File: src/rtl/mcu_packet_reader.sv
`default_nettype none
// ============================================================================
// Module   : mcu_packet_reader
// Purpose  : SPI mode-0 master that reads one 15-byte sensor packet from the
//            MCU slave port (done/load handshake) and unpacks quat/gyro words.
// Revision : 1.0 - initial release
// ============================================================================
module mcu_packet_reader #(
    parameter int         SCLK_HALF      = 11,
    parameter int         PKT_BYTES      = 15,
    parameter logic [7:0] HEADER         = 8'hAA,
    parameter int         CS_SETUP       = 8,
    parameter int         CS_HOLD        = 8,
    parameter int         LOAD_CYCLES    = 4,
    parameter int         TIMEOUT_CYCLES = 100000
) (
    input  logic        clk,
    input  logic        rst,
    input  logic        start,
    input  logic        done,
    input  logic        miso,
    output logic        sclk,
    output logic        mosi,
    output logic        cs_n,
    output logic        load,
    output logic        busy,
    output logic        pkt_valid,
    output logic        hdr_err,
    output logic        timeout_err,
    output logic [15:0] quat_w,
    output logic [15:0] quat_x,
    output logic [15:0] quat_y,
    output logic [15:0] quat_z,
    output logic [15:0] gyro_x,
    output logic [15:0] gyro_y,
    output logic [15:0] gyro_z
);

    localparam int c_TW    = $clog2(TIMEOUT_CYCLES + 1);
    localparam int c_CW    = (c_TW > 8) ? c_TW : 8;
    localparam int c_EDGES = PKT_BYTES * 16;
    localparam int c_EW    = $clog2(c_EDGES);

    typedef enum logic [2:0] {
        S_IDLE      = 3'd0,
        S_WAIT_DONE = 3'd1,
        S_SETUP     = 3'd2,
        S_SHIFT     = 3'd3,
        S_HOLD      = 3'd4,
        S_LOAD      = 3'd5,
        S_PUBLISH   = 3'd6
    } state_t;

    state_t          r_state;
    logic [c_CW-1:0] r_cnt;
    logic [c_EW-1:0] r_edges;
    logic [6:0]      r_shift;
    logic [7:0]      r_buf [PKT_BYTES];
    logic            r_done_s1;
    logic            r_done_s2;
    logic [3:0]      w_byte_idx;

    // Each byte spans 16 sclk edges, so the edge count doubles as bit/byte index
    assign w_byte_idx = r_edges[c_EW-1:4];
    assign mosi       = 1'b0;

    always_ff @(posedge clk) begin
        r_done_s1   <= done;
        r_done_s2   <= r_done_s1;
        pkt_valid   <= 1'b0;
        hdr_err     <= 1'b0;
        timeout_err <= 1'b0;
        if (rst) begin
            r_done_s1 <= 1'b0;
            r_done_s2 <= 1'b0;
            r_state   <= S_IDLE;
            r_cnt     <= '0;
            r_edges   <= '0;
            r_shift   <= '0;
            for (int i = 0; i < PKT_BYTES; i++) r_buf[i] <= '0;
            sclk      <= 1'b0;
            cs_n      <= 1'b1;
            load      <= 1'b0;
            busy      <= 1'b0;
            quat_w    <= '0;
            quat_x    <= '0;
            quat_y    <= '0;
            quat_z    <= '0;
            gyro_x    <= '0;
            gyro_y    <= '0;
            gyro_z    <= '0;
        end else begin
            case (r_state)
                S_IDLE: begin
                    r_cnt <= '0;
                    if (start) begin
                        r_state <= S_WAIT_DONE;
                        busy    <= 1'b1;
                    end
                end
                S_WAIT_DONE: begin
                    if (r_done_s2) begin
                        r_state <= S_SETUP;
                        cs_n    <= 1'b0;
                        r_cnt   <= '0;
                    end else if (r_cnt == c_CW'(TIMEOUT_CYCLES - 1)) begin
                        r_state     <= S_IDLE;
                        busy        <= 1'b0;
                        timeout_err <= 1'b1;
                        r_cnt       <= '0;
                    end else begin
                        r_cnt <= r_cnt + 1'b1;
                    end
                end
                S_SETUP: begin
                    if (r_cnt == c_CW'(CS_SETUP - 1)) begin
                        r_state <= S_SHIFT;
                        r_cnt   <= '0;
                        r_edges <= '0;
                    end else begin
                        r_cnt <= r_cnt + 1'b1;
                    end
                end
                S_SHIFT: begin
                    if (r_cnt == c_CW'(SCLK_HALF - 1)) begin
                        r_cnt <= '0;
                        sclk  <= ~sclk;
                        if (!sclk) begin
                            r_shift <= {r_shift[5:0], miso};
                            if (r_edges[3:1] == 3'd7)
                                r_buf[w_byte_idx] <= {r_shift, miso};
                        end
                        if (r_edges == c_EW'(c_EDGES - 1))
                            r_state <= S_HOLD;
                        else
                            r_edges <= r_edges + 1'b1;
                    end else begin
                        r_cnt <= r_cnt + 1'b1;
                    end
                end
                S_HOLD: begin
                    if (r_cnt == c_CW'(CS_HOLD - 1)) begin
                        r_state <= S_LOAD;
                        r_cnt   <= '0;
                        cs_n    <= 1'b1;
                        load    <= 1'b1;
                    end else begin
                        r_cnt <= r_cnt + 1'b1;
                    end
                end
                S_LOAD: begin
                    if (r_cnt == c_CW'(LOAD_CYCLES - 1)) begin
                        r_state <= S_PUBLISH;
                        r_cnt   <= '0;
                        load    <= 1'b0;
                    end else begin
                        r_cnt <= r_cnt + 1'b1;
                    end
                end
                S_PUBLISH: begin
                    r_state <= S_IDLE;
                    busy    <= 1'b0;
                    // A bad header keeps the last good fields on the outputs
                    if (r_buf[0] == HEADER) begin
                        quat_w    <= {r_buf[2],  r_buf[1]};
                        quat_x    <= {r_buf[4],  r_buf[3]};
                        quat_y    <= {r_buf[6],  r_buf[5]};
                        quat_z    <= {r_buf[8],  r_buf[7]};
                        gyro_x    <= {r_buf[10], r_buf[9]};
                        gyro_y    <= {r_buf[12], r_buf[11]};
                        gyro_z    <= {r_buf[14], r_buf[13]};
                        pkt_valid <= 1'b1;
                    end else begin
                        hdr_err <= 1'b1;
                    end
                end
                default: begin
                    r_state <= S_IDLE;
                    busy    <= 1'b0;
                end
            endcase
        end
    end

endmodule
`default_nettype wire

File: config.mk
export PLATFORM = sky130hd
export DESIGN_NAME = mcu_packet_reader
export DESIGN_NICKNAME = d
export VERILOG_FILES = /design/src/rtl/mcu_packet_reader.sv
export SDC_FILE = /design/constraint.sdc
export NUM_CORES = 1
export LEC_CHECK = 0
export CORE_ASPECT_RATIO = 1.4
export CORE_MARGIN = 4
export CORE_UTILIZATION = 50
export DETAILED_ROUTE_END_ITERATION = 8
export HOLD_SLACK_MARGIN = 0.02
export PLACE_DENSITY = 0.73
export REMOVE_ABC_BUFFERS = 1
export SLEW_MARGIN = 0
export SYNTH_ARGS = -nofsm -noshare
export SYNTH_HDL_FRONTEND = slang
export SYNTH_SLANG_ARGS = --single-unit
File: constraint.sdc
create_clock -name clk -period 2.87 [get_ports clk]
set_input_delay 0.574 -clock clk [delete_from_list [all_inputs] [get_ports clk]]
set_output_delay 0.574 -clock clk [all_outputs]
set_load 0.005 [all_outputs]
* After elaboration in Yosys (flattened, before gate mapping)
Memories as Yosys holds them, arrays and structs flattened. A register that Yosys moved wholly into a read port is not among the register bits.
Cells that the tools add are included.
** Operators by class
- Add/subtract/negate cells :: 2
- Equal/unequal tests :: 24
- Multiplexer cells :: 42
- Bitwise logic cells :: 4
- Reduce and logical (&&, ||, !) cells :: 18
** Operators with widths (count)
- $mux 17 :: 5
- $pmux 17 s5 :: 1
- $mux 8 :: 4
- $mux 3 :: 8
- $ne 2x2->1 const B :: 10
- $mux 1 :: 18
- $pmux 3 s6 :: 1
- $add 17x1->17 const B :: 1
- $eq 17x17->1 const B :: 1
- $eq 17x2->1 const B :: 1
- $eq 17x3->1 const B :: 1
- $eq 17x4->1 const B :: 1
- $eq 8x8->1 const B :: 2
- $pmux 8 s2 :: 1
- $eq 3x3->1 const B :: 4
- $reduce_and 3->1 :: 3
- $add 8x1->8 const B :: 1
- $reduce_and 4->1 :: 2
- $reduce_or 8->1 :: 1
- $reduce_and 7->1 :: 1
- $eq 3x2->1 const B :: 2
- $reduce_bool 2->1 :: 3
- $reduce_bool 5->1 :: 1
- $mux 4 :: 1
- 10 further kinds :: 16
** Storage, ports and cells
- Register bits :: 44
- Memory bits (writable) :: 120
- Input port bits :: 5
- Output and inout port bits :: 120
- Logic and storage cells :: 104
- Memories :: 1
** Memory list
- r_buf :: words 15, bits a word 8, rd ports 15, clocked after Yosys merged registers in 14, wr ports 15, RTL line 58 : logic [7:0] r_buf [PKT_BYTES];

* Logic depth before layout (Yosys ltp)
Gate-level depths: netlist of run 1.
- Word-level depth :: 9
- Depth in mapped cells :: 9
- Depth with buffers taken out :: 7

* Worst setup path after synthesis of run 1
Ideal clock, no wire load.
- Kind :: reg2reg
- From :: reg r_cnt[4]
- To :: mem r_buf[3][0], enable pin
- Setup time :: 0.310 ns
- Arrival time :: 2.531 ns
- Data required time :: 2.560 ns
- Path slack :: 0.029 ns
- Stages on the path, launching flop included :: 7
- Buffers on the path :: 0
- Clock period less this slack :: 2.841 ns
- Cell sequence :: dfxtp_1 or4_4 or3_4 nor4b_1 nand2_1 nor4_1 or2_2
** RTL lines
- from (decl) :: RTL line 55 : logic [c_CW-1:0] r_cnt;
- from (signal assigned) :: RTL line 112 : r_cnt <= r_cnt + 1'b1;
- from (signal assigned) :: RTL line 121 : r_cnt <= r_cnt + 1'b1;
- from (signal assigned) :: RTL line 138 : r_cnt <= r_cnt + 1'b1;
- to (decl) :: RTL line 58

* Worst setup path in the final report of run 1
- From :: reg r_cnt[16]
- To :: reg r_state[0]
** On the way
- Cells in the longest elaborated chain, start to end :: 3
- Elaborated cells on any way between the ends :: 10
- Classes of those cells :: 9 x eq/ne; 1 x reduce/logical
** Ends and longest elaborated chain
- $eq 17x17->1, or another cell as far along :: RTL line 106 : end else if (r_cnt == c_CW'(TIMEOUT_CYCLES - 1)) begin
- $ne 3x3->1 (no source line) / $ne 2x2->1 (equally long branches)
- $reduce_and 7->1 (no source line) *
- to (signal assigned) :: RTL line 103 : r_state <= S_SETUP;
- to (signal assigned) :: RTL line 107 : r_state <= S_IDLE;
- to (signal assigned) :: RTL line 117 : r_state <= S_SHIFT;
- to (decl) :: RTL line 54 : state_t r_state;
Every way passes the cells marked *; elsewhere a longest branch is shown, timed or not.
A chain may end at the register's enable or synchronous reset.

==> flow_metrics.tcl, run 1 <==
set metrics [dict create \
    final_common_cell "nand2_1" \
    setup_viol 0 \
    yosysUniqueCellTypes 56 \
    core_um2 21100 \
    slew_viol_final 0 \
    drive_gt1_share_pct 9.69 \
    clock_latency_ns 0.52 \
    slowest_stage "or4_4" \
    ys_seq_elements 276 \
    finClkSkew_ns 0.0143 \
    dieWidth_um 132 \
    clock_path_buffers 3 \
    ys_warn_count 0 \
    grt_max_degree 154 \
    cpPeakStageDelay_ns 0.55 \
    port_buffers 123 \
    final_cell_mix "nand2_1 (268), dfxtp_1 (154), a21oi_1 (128)" \
    grt_usage_pct 18.9 \
    detail-route-antenna-nets 0 \
    power_density_nw_per_um2 608 \
    syn2layout_area_growth_pct 23.9 \
    cts_tree "done" \
    wl_per_cell_um 15.7 \
    r2r_end "r_state[0]$_SDFFE_PP0P_" \
    wl_met1_mm 9.14 \
    die_y_um 181 \
    hpwl_mm 15.0 \
    path_depth 6 \
    rows 63 \
    status "complete, no violations" \
    cts_root_buffer "clkbuf_16" \
    num_antenna_cells 0 \
    drtIter0Drc 363 \
    maxUsedRoutingLayer "met4" \
    synth_area_um2 10700 \
    drc 0 \
    globalRouteOverflowTotal 0 \
    period_share_pct 96.1 \
    firstDrtPassIters 5 \
    critPathArrivalTime_ns 3.20 \
    syn_area_per_cell_um2 10.1 \
    final_core_util_pct 63.0 \
    crit_type "reg -> reg" \
    ys.flop_type "dfxtp_1" \
    cts.clk_slew.worst_paths_ns 0.06 \
    synth-seq-area-share_pct 62.6 \
    critPathBufInv 0 \
    synth_top_area_cell "edfxtp_1" \
    r2r_cells 6 \
    hp-class "reg -> reg" \
    cp_max_fo 9 \
    h-tree-depth 1 \
    cp-endpoint "r_state[0]$_SDFFE_PP0P_" \
    synth_edf_count 120 \
    hold_viol 0 \
    initial_core_util_pct 50.8 \
    cts_buffers 26 \
    reg2reg_slack_ns 0.11 \
    relSlewSlack_pct 45.5 \
    netlist_instances 1065 \
    vias 7606 \
    synth.area.top_cells "edfxtp_1 (34%), dfxtp_1 (29%), nand2_1 (9.4%)" \
    path_cells "or4_4 -> or3_4 -> o31a_1 -> or4_4 -> or4b_1 -> a21oi_1" \
    startpoint_type "flip-flop" \
    leakage_uw 0.00456 \
    grt_pass1_vias 7374 \
    antenna_found_initial 0 \
    cap_violations 0 \
    num_io_pins 125 \
    worst_pin_slew_ns 0.817 \
    irDropWorstVdd_v 0.000431 \
    critPathCaptureType "flip-flop" \
    fmax_mhz 363 \
    r2r_start "r_cnt[16]$_SDFFE_PP0P_" \
    required_ns 3.31 \
    cp_common_cell "or4_4" \
    asyncSetResetFlopFracSynth_pct 0 \
    total_power_uw 8100 \
    wirelength_mm 23.0 \
    cts_sinks 276 \
    fin_nets 1200 \
    met3_length_mm 1.00 \
    die_area_um2 23900 \
    wl_met2_mm 12.2 \
    crit_start "r_cnt[16]$_SDFFE_PP0P_" \
    fin_crit_ns 2.76 \
    grt_pass1_wl_mm 37.1 \
    critPathTopFamily "simple AND/OR/NAND/NOR gates" \
    synth.top_cell.area_share_pct 33.5 \
    place_congestion 0.877 \
    routed_via_density 5.18 \
]
-- synth_stat cells (all sizes together), types with 8 or more instances --
cell type  number
nor2           27
xor2            8
nand4           8
nor3           15
o21ai          15
or3             9
nor4            9
a21oi         128
inv             8
nand2         269
edfxtp        120
or2            21
dfxtp         156
and2          123
clkbuf         66
nand3           9
-- worst min path at each step --
stage	from	to	slack (ns)	cells after the start
floorplan	r_done_s1$_SDFF_PP0_	r_done_s2$_SDFF_PP0_	0.41	1
global placement	r_done_s1$_SDFF_PP0_	r_done_s2$_SDFF_PP0_	0.42	1
detailed placement	r_done_s1$_SDFF_PP0_	r_done_s2$_SDFF_PP0_	0.43	1
CTS	r_done_s1$_SDFF_PP0_	r_done_s2$_SDFF_PP0_	0.44	1
global route	r_done_s1$_SDFF_PP0_	r_done_s2$_SDFF_PP0_	0.45	1
finish	r_done_s1$_SDFF_PP0_	r_done_s2$_SDFF_PP0_	0.44	1
-- cell type report --
cell class	instances	area, um2
fill	1689	7820
sequential	276	6730
multi-input combinational	713	3760
timing repair buffer	163	1580
clock buffer	39	792
tap	260	325
clock inverter	9	91.3
inverter	8	30.0
-- timing repair --
item,4_1_cts,5_1_grt
hold buffers,0,0
gates resized for setup,0,10
buffers inserted,0,2
setup endpoints to repair,0,98
-- per-layer routing --
layer | up-vias | global-route usage (%)
met3 | 57 | 2.61
li1 | 3847 | -
met1 | 3507 | 21.7
met2 | 195 | 35.6
met5 | - | 0
met4 | 0 | 7.06
-- stage by stage --
stage / setup TNS, ns / setup slack (ns) / std cells / hold slack (ns) / cell area (um2)
after global placement: 0 / 0.0849 / 1418 / 0.419 / 12400
after CTS: 0 / 0.0434 / 1466 / 0.442 / 13300
after global routing: -0.316 / -0.0329 / 1468 / 0.450 / 13300
after floorplan: -445.17 / -3.97 / 997 / 0.414 / 10500
after detailed placement: 0 / 0.0711 / 1418 / 0.428 / 12400
final: 0 / 0.112 / 1468 / 0.440 / 13300
-- state kept, by name, indices dropped and copies added, names as in the netlist, 3 cells and up --
register and flops:
gyro_y 16, quat_y 16, r_cnt 17, quat_z 16, quat_x 16, gyro_x 16, r_buf 120, gyro_z 16
r_state 3, r_edges 8, r_shift 7, quat_w 16
-- cell families (layout without fill, tap and decap cells) --
| logic type | after synthesis | after routing | share of synthesized area (%) |
|---|---|---|---|
| and+or+nand+nor | 521 | 521 | 23.9 |
| DFF | 276 | 276 | 62.6 |
| AOI/OAI and AO/OA | 172 | 172 | 8.89 |
| buffers and inverters | 76 | 219 | 2.78 |
| xor gates and xnor gates | 11 | 11 | 0.897 |
| adders and majority gates | 7 | 7 | 0.815 |
| other | 1 | 1 | 0.0349 |
| muxes | 1 | 1 | 0.0932 |
-- power by group --
part	switching [uW]	internal, uW
logic	249	151
registers	56.0	4180
clock network	1380	2080
total	1690	6410
Power figures use the tool's default switching activity.
==> run 2: changes to the inputs <==
Settings changed: ABC_CLOCK_PERIOD_IN_PS set to 2870, CORE_UTILIZATION 50 to 57, DONT_BUFFER_PORTS set to 1.
==> run 2 against run 1 <==
The flow now finishes with violations (setup timing). Critical path depth up 1. Final area down 10%. Global-route usage up 2.5 points. Via count down 4.5%. Final cell count down 9.8%. Utilization up 1.3 points. Flip-flop and latch count unchanged. Sequential share of layout area up 5.9 points. Clock skew down 0.0014 ns. Non-clock buffer count down 126. Largest cell class unchanged. Largest power group unchanged. Highest routed layer unchanged.
==> flow_metrics.tcl, run 2 (same netlist as run 1, synthesis figures left out) <==
set metrics [dict create \
    status "finished, violations left" \
    violations "setup timing" \
    routed_via_density 5.49 \
    hold_viol 0 \
    power.internal_uw 6110 \
    final_cells 1324 \
    fin_crit_ns 2.88 \
    grt_pass1_wl_mm 35.7 \
    dieWidth_um 124 \
    vias 7266 \
    drive_gt1_share_pct 9.91 \
    slew_viol_final 0 \
    antenna_found_initial 0 \
    dp_slack_ns -0.0834 \
    critPathCaptureType "flip-flop" \
    detail-route-antenna-nets 0 \
    combPwrFrac_pct 5.0 \
    irDropWorstVdd_v 0.000557 \
    cp_max_fo 6 \
    period_share_pct 101 \
    placed_cells 1277 \
    holdPathStages 1 \
    cts.clk_slew.worst_paths_ns 0.07 \
    r2r_cells 7 \
    critPathArrivalTime_ns 3.33 \
    core_um2 18500 \
    firstDrtPassIters 5 \
    top_regs "r_buf x120, r_cnt x17" \
    finClkSkew_ns 0.0129 \
    slowest_stage "or4_4" \
    initial_core_util_pct 58.0 \
    drc 0 \
    power_density_nw_per_um2 649 \
    globalRouteOverflowTotal 0 \
    cts_sinks 276 \
    wl_per_cell_um 17.1 \
    cts_root_buffer "clkbuf_16" \
    syn2layout_area_growth_pct 10.9 \
    crit_start "r_cnt[1]$_SDFFE_PP0P_" \
    rows 59 \
    final_cell_mix "nand2_1 (269), dfxtp_1 (154), a21oi_1 (126)" \
    hp-class "in -> reg" \
    setup_viol 1 \
    port_buffers 0 \
    num_antenna_cells 0 \
    clockPowerShare_pct 40.3 \
    die_area_um2 21100 \
    r2r_start "r_cnt[1]$_SDFFE_PP0P_" \
    r2r_end "r_state[1]$_SDFFE_PP0P_" \
    hold_path_startpoint "rst" \
    regMostFlops "r_buf" \
    startpoint_type "flip-flop" \
    fmax_mhz 347 \
    h-tree-depth 1 \
    final_common_cell "nand2_1" \
    crit_type "reg -> reg" \
    drtIter0Drc 475 \
    die_y_um 170 \
    path_cells "ha_1 -> or4b_4 -> nor4_4 -> a211oi_1 -> or4_4 -> or4_1 -> a21oi_2" \
    grt_max_degree 155 \
    cpPeakStageDelay_ns 0.57 \
    relSlewSlack_pct 37.5 \
    cap_violations 0 \
    required_ns 3.31 \
    wirelength_mm 22.7 \
    pwr-share-seq_pct 54.7 \
    leakage_uw 0.00405 \
    switching_power_uw 1620 \
    fin_nets 1074 \
    grt_usage_pct 21.4 \
    reg2reg_slack_ns -0.01 \
    fin_ws_ns -0.0146 \
    cts_buffers 25 \
    clock_path_buffers 3 \
    rsz0062_at_grt "yes" \
    largest_register_ffs 120 \
    cts_tree "done" \
    place_congestion 0.862 \
    cp-endpoint "r_state[1]$_SDFFE_PP0P_" \
    num_io_pins 125 \
    switching_share_pct 21.0 \
    grt_pass1_vias 6954 \
    worst_pin_slew_ns 0.937 \
    clock_latency_ns 0.51 \
    hpwl_mm 14.0 \
]
[run 2: critical path, delay by kind of cell (launching register included)]
kind	cells	cell delay (ns)
simple gates	4	2.00
flops	1	0.38
compound gates	2	0.27
fa+ha+maj	1	0.17
[run 2: area by class of cell]
cell class | instances | area (um2)
inverters | 8 | 30.0
multi-input cells | 714 | 3770
clock inverters | 11 | 77.6
clock buffers | 34 | 691
flip-flops and latches | 276 | 6730
repair buffers | 37 | 315
fillers | 1466 | 6610
well taps | 244 | 305
[run 2: routing by layer]
layer  GRT usage [%]  part of all wire (%)  vias to the layer above  routed length, um
li1                -                     -                     3596                  -
met1            25.5                    39                     3433               8760
met2            38.5                    53                      185              12000
met3            3.39                   5.1                       52               1160
met4            7.82                   3.3                        0                755
met5               0                     0                        -                  0
[run 2: how the worst min path moves through the flow]
stage                                  end  slack, ns
finish              quat_y[5]$_SDFFE_PP0P_       0.15
global route        quat_y[1]$_SDFFE_PP0P_       0.12
CTS                 quat_y[5]$_SDFFE_PP0P_       0.14
detailed placement    r_done_s2$_SDFF_PP0_       0.43
global placement      r_done_s2$_SDFF_PP0_       0.42
floorplan             r_done_s2$_SDFF_PP0_       0.41
[run 2: stage by stage]
| stage | total power (uW) | hold WS (ns) | area, um2 | TNS [ns] | utilization (%) |
|---|---|---|---|---|---|
| global placement | 4670 | 0.418 | 11100 | -0.235 | 59.9 |
| CTS | 7770 | 0.141 | 11900 | 0 | 64.1 |
| finish | 7740 | 0.145 | 11900 | -0.0146 | 64.3 |
| global route | 8020 | 0.118 | 11900 | -0.382 | 64.3 |
| floorplan | 4530 | 0.414 | 10500 | -445.17 | - |
| detailed placement | 4680 | 0.429 | 11100 | -0.666 | 59.9 |
[run 2: power by group through the flow]
stage | Combinational, uW | Sequential (uW) | Clock [uW]
3_3_place_gp | 360 | 4310 | 0
5_1_grt | 424 | 4240 | 3360
4_1_cts | 365 | 4230 | 3170
2_1_floorplan | 227 | 4310 | 0
3_5_place_dp | 362 | 4310 | 0
6_report | 385 | 4230 | 3120
[run 2: repair_timing]
| item | 4_1_cts | 5_1_grt |
|---|---|---|
| buffers inserted | 0 | 1 |
| pin swaps | 0 | 3 |
| resized for setup | 1 | 10 |
| gates cloned | 0 | 1 |
| hold buffers | 0 | 0 |
| setup endpoints to repair | 8 | 104 |
==> run 3: changes to the inputs <==
Settings changed: ABC_CLOCK_PERIOD_IN_PS 2870 to 3400, PLACE_DENSITY 0.73 to 0.7, SKIP_LAST_GASP set to 1.
Clock period 2.87 ns to 3.4 ns, I/O delays scaled along.
==> run 3 against run 2 <==
The run now ends clean. Power shrank 15%. Critical path depth shrank 1. Maximum frequency shrank 5.3%. Via count shrank 0.84%. Clock-buffer cell count is the same. Setup slack gained 0.37 ns. First-iteration DRC count grew 3.8%. Sequential share of layout area grew 0.68 points. Non-clock buffer count shrank 16. Critical endpoint is now r_buf[5][0]$_SDFFCE_PN0P_. Largest cell class unchanged. Highest routed layer unchanged.
==> flow_metrics.tcl, run 3 (same netlist as run 1, synthesis figures left out) <==
set metrics [dict create \
    critPathBufInv 0 \
    die_y_um 170 \
    critPathTopFamily "simple AND/OR/NAND/NOR gates" \
    drc 0 \
    fin_nets 1057 \
    drive_gt1_share_pct 8.08 \
    critPathArrivalTime_ns 3.27 \
    initial_core_util_pct 58.0 \
    wirelength_mm 22.1 \
    n_fill_cell 1494 \
    antenna_found_initial 0 \
    cap_violations 0 \
    grt_pass1_wl_mm 35.1 \
    clock_path_buffers 3 \
    slowest_stage "or4_4" \
    power_density_nw_per_um2 560 \
    combPwrFrac_pct 3.8 \
    hpwl_mm 13.6 \
    cp_max_fo 8 \
    syn2layout_area_growth_pct 9.54 \
    dieWidth_um 124 \
    critPathCaptureType "flip-flop" \
    final_cell_mix "nand2_1 (269), dfxtp_1 (156), a21oi_1 (128)" \
    drtIter0Drc 493 \
    power.internal_uw 5200 \
    clockPowerShare_pct 41.9 \
    cts_tree "done" \
    hold_viol 0 \
    clock_latency_ns 0.52 \
    firstDrtPassIters 4 \
    period_share_pct 89.6 \
    detail-route-antenna-nets 0 \
    core_um2 18500 \
    grt_usage_pct 20.8 \
    seq_area_um2 6730 \
    rows 59 \
    status "complete, no violations" \
    crit_type "reg -> reg" \
    placed_cells 1262 \
    setup_tns_ns 0 \
    relSlewSlack_pct 28.8 \
    grt_max_degree 155 \
    postCtsSetupBuffers 0 \
    cts_sinks 276 \
    largest_register_ffs 120 \
    fmax_mhz 328 \
    cts_root_buffer "clkbuf_16" \
    startpoint_type "flip-flop" \
    top_regs "r_buf x120, r_cnt x17" \
    wl_per_cell_um 16.9 \
    total_power_uw 6590 \
    hold_buffers 0 \
    slew_viol_final 0 \
    finClkSkew_ns 0.00797 \
    cts-resized-gates 0 \
    grt_pass1_vias 6840 \
    num_io_pins 125 \
    place_congestion 0.826 \
    dp_slack_ns 0.420 \
    final_cells 1308 \
    vias 7205 \
    cts_buffers 25 \
    pwr-share-seq_pct 54.3 \
    final_common_cell "nand2_1" \
    fin_ws_ns 0.353 \
    irDropWorstVdd_v 0.000372 \
    rsz0062_at_grt "no" \
    routed_via_density 5.51 \
    cts.clk_slew.worst_paths_ns 0.06 \
    port_buffers 0 \
    num_antenna_cells 0 \
    worst_pin_slew_ns 1.07 \
    setup_viol 0 \
    leakage_uw 0.00399 \
    switching_share_pct 21.1 \
    hp-class "in -> reg" \
    regMostFlops "r_buf" \
    required_ns 3.62 \
    fin_crit_ns 3.05 \
    switching_power_uw 1390 \
    h-tree-depth 1 \
    cpPeakStageDelay_ns 0.57 \
    die_area_um2 21100 \
    path_cells "or4_4 -> or3_4 -> nor4b_1 -> nand4b_1 -> nor3b_1 -> or2_2" \
    multi_input_area_um2 3730 \
    globalRouteOverflowTotal 0 \
]
run 3: area by class of cell:
class                   instances  area share (%)
flip-flops and latches        276            57.2
well taps                     244            2.59
multi-input cells             713            31.7
clock inverters                12            1.00
clock buffers                  34            5.87
inverters                       8           0.255
repair buffers                 21            1.45
run 3: final timing paths:
| path | cells past startpoint | end | startpoint | slack, ns |
|---|---|---|---|---|
| setup reg to reg | 6 | r_buf[5][0]$_SDFFCE_PN0P_ | r_cnt[4]$_SDFFE_PP0P_ | 0.35 |
| hold / removal | 1 | quat_y[0]$_SDFFE_PP0P_ | rst | 0.23 |
| setup / recovery | 6 | r_buf[5][0]$_SDFFCE_PN0P_ | r_cnt[4]$_SDFFE_PP0P_ | 0.35 |
| hold reg to reg | 1 | r_done_s2$_SDFF_PP0_ | r_done_s1$_SDFF_PP0_ | 0.44 |
run 3: per-stage QoR:
stage | utilization (%) | area (um2) | hold WS (ns)
after floorplan | - | 10500 | 0.414
after global placement | 59.1 | 11000 | 0.418
after detailed placement | 59.1 | 11000 | 0.428
after CTS | 63.5 | 11800 | 0.225
after global routing | 63.5 | 11800 | 0.206
final | 63.5 | 11800 | 0.226
run 3: power by group through the flow:
stage                     combinational [uW]  sequential [uW]  clock, uW
after global placement                   251             3650          0
after floorplan                          192             3640          0
after global routing                     282             3590       2950
after CTS                                253             3580       2820
final                                    252             3580       2760
after detailed placement                 253             3650          0
run 3: metal layers:
metal	global-route usage, %	part of all wire (%)	wire, um
met5	0	0	0
met4	8.20	3.8	833
met3	3.99	5.9	1290
met2	36.2	51	11200
met1	25.3	40	8730
